===== config.mk =====
export PLATFORM = sky130hd
export DESIGN_NAME = alu_result_stage
export DESIGN_NICKNAME = d
export VERILOG_FILES = /design/src/rtl/alu_result_stage.sv
export SDC_FILE = /design/constraint.sdc
export NUM_CORES = 1
export LEC_CHECK = 0
export ABC_AREA = 1
export CORE_ASPECT_RATIO = 1.75
export CORE_MARGIN = 4
export CORE_UTILIZATION = 25
export CTS_CLUSTER_DIAMETER = 200
export DETAILED_ROUTE_END_ITERATION = 10
export PLACE_DENSITY = 0.47
export SLEW_MARGIN = 0
export SYNTH_ARGS = -nofsm -noshare
export SYNTH_HDL_FRONTEND = slang
export SYNTH_SLANG_ARGS = --single-unit

===== constraint.sdc =====
create_clock -name clk -period 4.3 [get_ports clk]
set_input_delay 0.86 -clock clk [delete_from_list [all_inputs] [get_ports clk]]
set_output_delay 0.86 -clock clk [all_outputs]
set_load 0.1 [all_outputs]

===== src/rtl/alu_result_stage.sv =====
// ---------------------------------------------------------------------------
// alu_result_stage
//
// Registered output stage behind the ALU's bitwise logic units (AND/OR/XOR).
// Each accepted result word is stored together with its opcode tag and three
// flags (zero, negative, parity). The flags are computed once, from the
// incoming word, at the moment it is captured. Entries sit in a small FIFO and
// are handed to register-file writeback over a valid/ready handshake, so a
// stalled consumer never loses a result.
//
// Parameters
//   WIDTH       data word width in bits (>= 2)
//   DEPTH       FIFO entries, power of two (>= 2)
//
// Ports
//   clk         sole clock; every state update happens on its rising edge
//   rst_n       asynchronous, active-low reset
//   in_valid    producer offers in_result/in_op this cycle
//   in_ready    stage can accept an entry this cycle (registered state only)
//   in_result   result word from the logic unit
//   in_op       opcode tag of the producing unit (opaque, passed through)
//   out_valid   head entry is valid
//   out_ready   consumer takes the head entry this cycle
//   out_result  head result word
//   out_op      head opcode tag
//   out_zero    head result == 0
//   out_neg     head result MSB
//   out_parity  XOR-reduce of head result (1 = odd number of ones)
//   res_count   entries delivered since reset, wraps 0xFFFF -> 0x0000
// ---------------------------------------------------------------------------
module alu_result_stage #(
    parameter int WIDTH = 16,
    parameter int DEPTH = 2
) (
    input  logic             clk,
    input  logic             rst_n,
    input  logic             in_valid,
    output logic             in_ready,
    input  logic [WIDTH-1:0] in_result,
    input  logic [2:0]       in_op,
    output logic             out_valid,
    input  logic             out_ready,
    output logic [WIDTH-1:0] out_result,
    output logic [2:0]       out_op,
    output logic             out_zero,
    output logic             out_neg,
    output logic             out_parity,
    output logic [15:0]      res_count
);

    localparam int PTR_W = (DEPTH > 1) ? $clog2(DEPTH) : 1;
    localparam int CNT_W = $clog2(DEPTH + 1);
    localparam logic [CNT_W-1:0] FULL_CNT = CNT_W'(DEPTH);

    logic [WIDTH-1:0] resultMem_q [DEPTH];
    logic [2:0]       opMem_q     [DEPTH];
    logic [DEPTH-1:0] zeroMem_q;
    logic [DEPTH-1:0] negMem_q;
    logic [DEPTH-1:0] parityMem_q;

    logic [PTR_W-1:0] wrPtr_q, wrPtr_d;
    logic [PTR_W-1:0] rdPtr_q, rdPtr_d;
    logic [CNT_W-1:0] occ_q, occ_d;
    logic [15:0]      resCount_q, resCount_d;

    logic pushEn;
    logic popEn;

    // Both handshake qualifiers depend only on the occupancy register, so
    // there is no combinational path from out_ready back to in_ready. A full
    // stage therefore refuses a push even when the head is popped that cycle.
    assign in_ready  = (occ_q != FULL_CNT);
    assign out_valid = (occ_q != '0);
    assign pushEn    = in_valid && in_ready;
    assign popEn     = out_valid && out_ready;

    // Next-state for pointers, occupancy and delivered-result counter.
    // Pointers are exactly log2(DEPTH) bits wide, so they wrap for free.
    always_comb begin
        wrPtr_d    = wrPtr_q;
        rdPtr_d    = rdPtr_q;
        occ_d      = occ_q;
        resCount_d = resCount_q;

        if (pushEn) begin
            wrPtr_d = wrPtr_q + PTR_W'(1);
        end

        if (popEn) begin
            rdPtr_d    = rdPtr_q + PTR_W'(1);
            resCount_d = resCount_q + 16'd1;
        end

        case ({pushEn, popEn})
            2'b10:   occ_d = occ_q + CNT_W'(1);
            2'b01:   occ_d = occ_q - CNT_W'(1);
            default: occ_d = occ_q;
        endcase
    end

    // Control state register.
    always_ff @(posedge clk or negedge rst_n) begin
        if (!rst_n) begin
            wrPtr_q    <= '0;
            rdPtr_q    <= '0;
            occ_q      <= '0;
            resCount_q <= '0;
        end else begin
            wrPtr_q    <= wrPtr_d;
            rdPtr_q    <= rdPtr_d;
            occ_q      <= occ_d;
            resCount_q <= resCount_d;
        end
    end

    // Entry storage. The zero flag of every slot resets to 1 so the flag stays
    // consistent with the all-zero result word that slot holds after reset.
    always_ff @(posedge clk or negedge rst_n) begin
        if (!rst_n) begin
            for (int i = 0; i < DEPTH; i++) begin
                resultMem_q[i] <= '0;
                opMem_q[i]     <= '0;
            end
            zeroMem_q   <= '1;
            negMem_q    <= '0;
            parityMem_q <= '0;
        end else if (pushEn) begin
            resultMem_q[wrPtr_q] <= in_result;
            opMem_q[wrPtr_q]     <= in_op;
            zeroMem_q[wrPtr_q]   <= (in_result == '0);
            negMem_q[wrPtr_q]    <= in_result[WIDTH-1];
            parityMem_q[wrPtr_q] <= ^in_result;
        end
    end

    // Head of the FIFO is always presented; contents only change on a push to
    // a different slot or a pop, so a stalled head holds stable.
    assign out_result = resultMem_q[rdPtr_q];
    assign out_op     = opMem_q[rdPtr_q];
    assign out_zero   = zeroMem_q[rdPtr_q];
    assign out_neg    = negMem_q[rdPtr_q];
    assign out_parity = parityMem_q[rdPtr_q];
    assign res_count  = resCount_q;

endmodule


### Yosys cells after proc, flatten, opt, wreduce, memory -nomap -nowiden

Index checks and enable logic that the tools add are counted.

* flip-flop bits (word level): 64
* output and inout bits: 40
* input port bits: 23
* logic and storage cells: 59

* reductions and logical operators: 8
* equal/unequal tests: 3
* add/sub/neg operators: 5
* bitwise gates (word level): 2
* mux-type cells: 24
* $lt $le $gt $ge: 6

Operators with widths (count)
* 16-bit 2-to-1 mux: 4
* 32-bit bitwise mux: 1
* 16-bit by 1-bit adder with 16-bit output (second input constant): 1
* 16-bit demux with 1-bit select: 1
* 16-bit zero test: 1
* 16-bit parity: 1
* 3-bit 2-to-1 mux: 4
* 1-bit 2-to-1 mux: 7
* 2-bit bitwise mux: 3
* 6-bit bitwise mux: 1
* 2-bit >= comparator (second input constant): 2
* 1-bit logical AND: 4
* 1-bit by 2-bit < comparator with 1-bit output (second input constant): 2
* 1-bit inverter with 2-bit output: 2
* 2-bit one-hot mux with 2 select lines: 1
* 2-bit nonzero test: 2
* 3-bit demux with 1-bit select: 1
* 1-bit adder (second input constant): 2
* 2-bit by 1-bit adder with 2-bit output (second input constant): 1
* 2-bit by 1-bit equality test with 1-bit output (second input constant): 1
* 2-bit equality test (second input constant): 1
* 2-bit by 1-bit < comparator with 1-bit output (second input constant): 1
* 2-bit inequality test (second input constant): 1
* 2-bit by 1-bit subtractor with 2-bit output (second input constant): 1
* other kinds (2): 2

### Longest topological paths before layout

* depth in word-level cells: 6
* depth in mapped cells: 12
* gate-level depth less buffers: 12

### Least setup slack after synthesis

Ideal clock, no wire load.

* path type: reg2out
* start: reg rdPtr_q
* end: out out_result[15]
* stages on the path, launching flop included: 4
* data required time: 3.440 ns
* buffers on the path: 2
* slack: 0.119 ns
* data arrival time: 3.321 ns
* cells stage by stage: dfrtp_1 clkbuf_1 o21ai_0 buf_4

* word-level cells in the longest chain between the ends: 4

Ends and longest elaborated chain
* start: declaration: line 62 `logic [PTR_W-1:0] rdPtr_q, rdPtr_d;`
* start signal: assignment: line 110 `rdPtr_q <= rdPtr_d;`
* 1-bit inverter with 2-bit output (not written as such): line 138 `assign out_result = resultMem_q[rdPtr_q];`
* 16-bit 2-to-1 mux (not written as such) (3 in a row): line 138
* end: declaration: line 43 `output logic [WIDTH-1:0] out_result,`

Every way passes these cells. The select of a mux whose other input is x is not followed.

### Worst setup path after layout

* start: reg occ_q[0]
* end: out in_ready

* word-level cells in the longest chain between the ends: 1

Ends and longest elaborated chain
* start: declaration: line 63 `logic [CNT_W-1:0] occ_q, occ_d;`
* start signal: assignment: line 106 `occ_q <= '0;`
* start signal: assignment: line 111 `occ_q <= occ_d;`
* 2-bit inequality test: line 72 `assign in_ready = (occ_q != FULL_CNT);`
* end: declaration: line 38 `output logic in_ready,`

Every way passes these cells.

==> report_table.html <==
<table>
<tr><th>Metric</th><th>Value</th></tr>
<tr><th colspan="2">Status</th></tr>
<tr><td>Run status</td><td>finished clean</td></tr>
<tr><th colspan="2">Worst setup path</th></tr>
<tr><td>Highest-delay cell along the critical path</td><td>sky130_fd_sc_hd__clkdlybuf4s50_1</td></tr>
<tr><td>Worst setup SP type</td><td>flop</td></tr>
<tr><td>Count of buffering cells on the critical path with inverters included</td><td>2</td></tr>
<tr><td>Peak per-stage delay on the critical path</td><td>1.14 ns</td></tr>
<tr><td>Top fanout value on the critical path</td><td>4</td></tr>
<tr><td>Required time at the worst-slack endpoint</td><td>3.44 ns</td></tr>
<tr><td>Cell family with most CP delay</td><td>buffers and inverters</td></tr>
<tr><td>Cell-by-cell listing of the critical path</td><td>inv_2, nand2_2, clkdlybuf4s50_1</td></tr>
<tr><td>Type of destination of the critical path</td><td>primary output</td></tr>
<tr><td>Arrival time worst endpoint</td><td>2.03 ns</td></tr>
<tr><td>WS Path Type</td><td>reg -&gt; out</td></tr>
<tr><th colspan="2">STA</th></tr>
<tr><td>Worst relative slew slack</td><td>0.2689</td></tr>
<tr><td>Worst-margin pin slew</td><td>1.097 ns</td></tr>
<tr><td>Final-report setup violation count</td><td>0</td></tr>
<tr><td>Max Clk Rate</td><td>345.8 MHz</td></tr>
<tr><td>WHS</td><td>0.4789 ns</td></tr>
<tr><td>Final setup skew</td><td>0.004895 ns</td></tr>
<tr><td>Summed negative setup slack over all endpoints</td><td>0 ns</td></tr>
<tr><td>Setup repair after global routing missed its margin</td><td>no</td></tr>
<tr><td>Post-route minimum period</td><td>2.892 ns</td></tr>
<tr><td>Final cycle utilization of the critical path</td><td>0.6725</td></tr>
<tr><td>Pins over their slew limit</td><td>0</td></tr>
<tr><td>Final hold violation count</td><td>0</td></tr>
<tr><th colspan="2">Global route</th></tr>
<tr><td>Tot GR Track Use</td><td>0.1133</td></tr>
<tr><td>Initial antenna violation count</td><td>0</td></tr>
<tr><td>Vias in the first global route</td><td>2,635</td></tr>
<tr><td>Maximum number of pins on one net before global-route repair</td><td>48</td></tr>
<tr><td>Global-route wire length before repair</td><td>12,880 um</td></tr>
<tr><td>Remaining global-route overflow</td><td>0</td></tr>
<tr><th colspan="2">Yosys</th></tr>
<tr><td>Mean post-synth cell area</td><td>8.191 sq um</td></tr>
<tr><td>Gate Count Post-Synth</td><td>388</td></tr>
<tr><td>Sequential-to-total area share from yosys stat</td><td>0.4890</td></tr>
<tr><td>Fraction of post-synthesis cell area in the top cell type by area</td><td>0.4724</td></tr>
<tr><td>Count of flip-flops with a built-in enable after synthesis</td><td>0</td></tr>
<tr><td>Number of storage elements in the synthesis netlist</td><td>62</td></tr>
<tr><td>Area contributors post-synth</td><td>sky130_fd_sc_hd__dfrtp_1 (47%), sky130_fd_sc_hd__nand2_1 (15%), sky130_fd_sc_hd__o21ai_0 (6.9%), sky130_fd_sc_hd__inv_1 (6.9%), sky130_fd_sc_hd__ha_1 (3.9%)</td></tr>
<tr><td>Post-synth cell types</td><td>30</td></tr>
<tr><td>Synth Flop Type</td><td>sky130_fd_sc_hd__dfrtp_1</td></tr>
<tr><td>Synthesized net count</td><td>421</td></tr>
<tr><td>Post-synthesis instance area</td><td>3178 sq um</td></tr>
<tr><td>Top cells by count, synth</td><td>sky130_fd_sc_hd__nand2_1 (124), sky130_fd_sc_hd__dfrtp_1 (60), sky130_fd_sc_hd__inv_1 (58), sky130_fd_sc_hd__o21ai_0 (44), sky130_fd_sc_hd__nor2_1 (13)</td></tr>
<tr><td>Ys Warns</td><td>0</td></tr>
<tr><td>Cell taking the most area after synthesis</td><td>sky130_fd_sc_hd__dfrtp_1</td></tr>
<tr><td>Most frequent cell after synthesis</td><td>sky130_fd_sc_hd__nand2_1</td></tr>
<tr><td>Async set-reset flop share out of synthesis</td><td>1.000</td></tr>
<tr><th colspan="2">Place</th></tr>
<tr><td>Number of buffers added on ports</td><td>62</td></tr>
<tr><td>Detailed placer's ending HPWL</td><td>5631 um</td></tr>
<tr><td>Global placement routability congestion</td><td>0.7711</td></tr>
<tr><td>Cell Area, Placed</td><td>3886 sq um</td></tr>
<tr><th colspan="2">Routing</th></tr>
<tr><td>Number of vias per cell</td><td>4.157</td></tr>
<tr><td>DRC violations left</td><td>0</td></tr>
<tr><td>Number of nets with antenna violations after detailed routing</td><td>0</td></tr>
<tr><td>Number of search-and-repair iterations in the first detailed-routing pass</td><td>4</td></tr>
<tr><td>Sum of routed wire length over all layers</td><td>7642 um</td></tr>
<tr><td>Number of DRC markers in iteration 0</td><td>70</td></tr>
<tr><td>Count of vias placed by the detailed router</td><td>2,590</td></tr>
<tr><td>WL per Instance</td><td>12.27 um</td></tr>
<tr><th colspan="2">Clock network</th></tr>
<tr><td>H-tree levels</td><td>3</td></tr>
<tr><td>Post-CTS Repair Setup Buffers</td><td>0</td></tr>
<tr><td>Clk pin slew, worst setup/hold paths</td><td>0.06 ns</td></tr>
<tr><td>Clock tree root buffer cell</td><td>sky130_fd_sc_hd__clkbuf_16</td></tr>
<tr><td>CTS tree</td><td>done</td></tr>
<tr><td>Post-cts gate resize count</td><td>0</td></tr>
<tr><td>Cts-stage hold buffer count</td><td>0</td></tr>
<tr><td>Later-pin clock latency in the skew report</td><td>0.33 ns</td></tr>
<tr><td>Num CTS Buffers</td><td>9</td></tr>
<tr><td>Number of sinks on the clock net</td><td>62</td></tr>
<tr><td>Clock Path Buffers</td><td>2</td></tr>
<tr><th colspan="2">Run</th></tr>
<tr><td>Max-cap violation count</td><td>0</td></tr>
<tr><th colspan="2">Die</th></tr>
<tr><td>Standard-cell rows</td><td>54</td></tr>
<tr><td>Die extent in y</td><td>157.2 um</td></tr>
<tr><td>Die Width</td><td>93.23 um</td></tr>
<tr><td>Top-Level Pins</td><td>63</td></tr>
<tr><td>Starting density of the core</td><td>0.2556</td></tr>
<tr><td>Overall die area</td><td>14,650 sq um</td></tr>
<tr><td>Placeable core region</td><td>12,430 sq um</td></tr>
<tr><th colspan="2">Cells and area</th></tr>
<tr><td>Share of post-route cells with drive strength above 1</td><td>0.1538</td></tr>
<tr><td>Relative area change from synthesis to final layout</td><td>32.83%</td></tr>
<tr><td>Final cell area excluding filler cells</td><td>4222 sq um</td></tr>
<tr><td>Final core area utilization</td><td>0.3396</td></tr>
<tr><td>Count of inserted antenna diode cells</td><td>0</td></tr>
<tr><td>Net total in the final layout</td><td>483</td></tr>
<tr><th colspan="2">Hold path</th></tr>
<tr><td>Class of the tightest hold or removal check</td><td>reg -&gt; reg</td></tr>
</table>
## worst reg2reg max path: cells and delay by family (launching register included)
family	cells	cell delay (ns)
DFF	1	0.40
and+or+nand+nor	4	0.83
buffers and inverters	2	0.43
## layout by cell type, fill, tap and decap left out
cell type                           n
sky130_fd_sc_hd__nand2_1          124
sky130_fd_sc_hd__dfrtp_1           60
sky130_fd_sc_hd__inv_1             58
sky130_fd_sc_hd__o21ai_0           44
sky130_fd_sc_hd__clkdlybuf4s50_1   39
sky130_fd_sc_hd__buf_4             24
sky130_fd_sc_hd__nor2_1            13
sky130_fd_sc_hd__ha_1              10
sky130_fd_sc_hd__xor2_1             9
sky130_fd_sc_hd__clkbuf_16          9
sky130_fd_sc_hd__xnor2_1            7
sky130_fd_sc_hd__o21ai_2            7
sky130_fd_sc_hd__nand4_1            6
sky130_fd_sc_hd__o21ai_1            6
sky130_fd_sc_hd__nand3_1            5
sky130_fd_sc_hd__nand2_2            4
sky130_fd_sc_hd__nor2_2             4
sky130_fd_sc_hd__inv_2              3
sky130_fd_sc_hd__clkbuf_8           3
sky130_fd_sc_hd__nand2_4            2
sky130_fd_sc_hd__nand3_2            2
sky130_fd_sc_hd__nor2_4             2
sky130_fd_sc_hd__bufinv_16          2
sky130_fd_sc_hd__dfstp_2            2
sky130_fd_sc_hd__inv_6              1
sky130_fd_sc_hd__nor3_2             1
sky130_fd_sc_hd__inv_4              1
sky130_fd_sc_hd__or2_2              1
sky130_fd_sc_hd__nor3_1             1
sky130_fd_sc_hd__a21oi_1            1
sky130_fd_sc_hd__nand3b_1           1
sky130_fd_sc_hd__clkinv_2           1
sky130_fd_sc_hd__clkbuf_1           1
sky130_fd_sc_hd__buf_2              1
## path summary, 6_finish.rpt
kind / from / to / slack [ns] / cells past startpoint
max: occ_q[0]$_DFFE_PN0P_ / in_ready / 1.41 / 3
min: parityMem_q[1]$_DFFE_PN0P_ / parityMem_q[1]$_DFFE_PN0P_ / 0.48 / 2
max reg2reg: occ_q[0]$_DFFE_PN0P_ / opMem_q[2]$_DFFE_PN0P_ / 2.59 / 6
min reg2reg: parityMem_q[1]$_DFFE_PN0P_ / parityMem_q[1]$_DFFE_PN0P_ / 0.48 / 2
max in group asynchronous: rst_n / resultMem_q[8]$_DFFE_PN0P_ / 2.70 / 2
min in group asynchronous: rst_n / res_count[9]$_DFFE_PN0P_ / 0.75 / 1
## sequential cells by signal (all words and copies together) (netlist names)
register / count
resultMem_q: 31
res_count: 16
opMem_q: 6
occ_q: 2
parityMem_q: 2
zeroMem_q: 2
negMem_q: 1
rdPtr_q: 1
wrPtr_q: 1
## cell families (layout without fill, tap and decap cells)
logic type | count (synthesis) | count (layout) | share of synthesized area
compound gates | 58 | 58 | 0.09961
xor+xnor | 16 | 16 | 0.04410
flops | 62 | 62 | 0.4890
simple gates | 166 | 166 | 0.2268
fa+ha+maj | 10 | 10 | 0.03937
buf+inv | 76 | 143 | 0.1012
## metrics by stage
step	setup slack [ns]	cells
5_1_grt	1.334	623
6_report	1.408	623
3_3_place_gp	1.744	607
4_1_cts	1.383	623
2_1_floorplan	0.1186	388
3_5_place_dp	1.704	607
## layout make-up
cell class	instances	area [sq um]
Sequential cell	62	1554
Clock inverter	3	65.06
Tap cell	168	210.2
Multi-Input combinational cell	250	1303
Clock buffer	13	270.3
Timing Repair Buffer	64	575.6
Fill cell	1365	8210
Inverter	63	244.0
## routing by layer
layer / part of all wire / global-route usage / vias up
li1: - / - / 1319
met4: 0.033 / 0.06639 / 0
met5: 0 / 0 / -
met3: 0.036 / 0.02343 / 20
met1: 0.40 / 0.1204 / 1198
met2: 0.53 / 0.2034 / 53
Power is left out: the tool's default activity adds up to more than one toggle a clock period on the data nets, which glitch-free logic cannot reach.
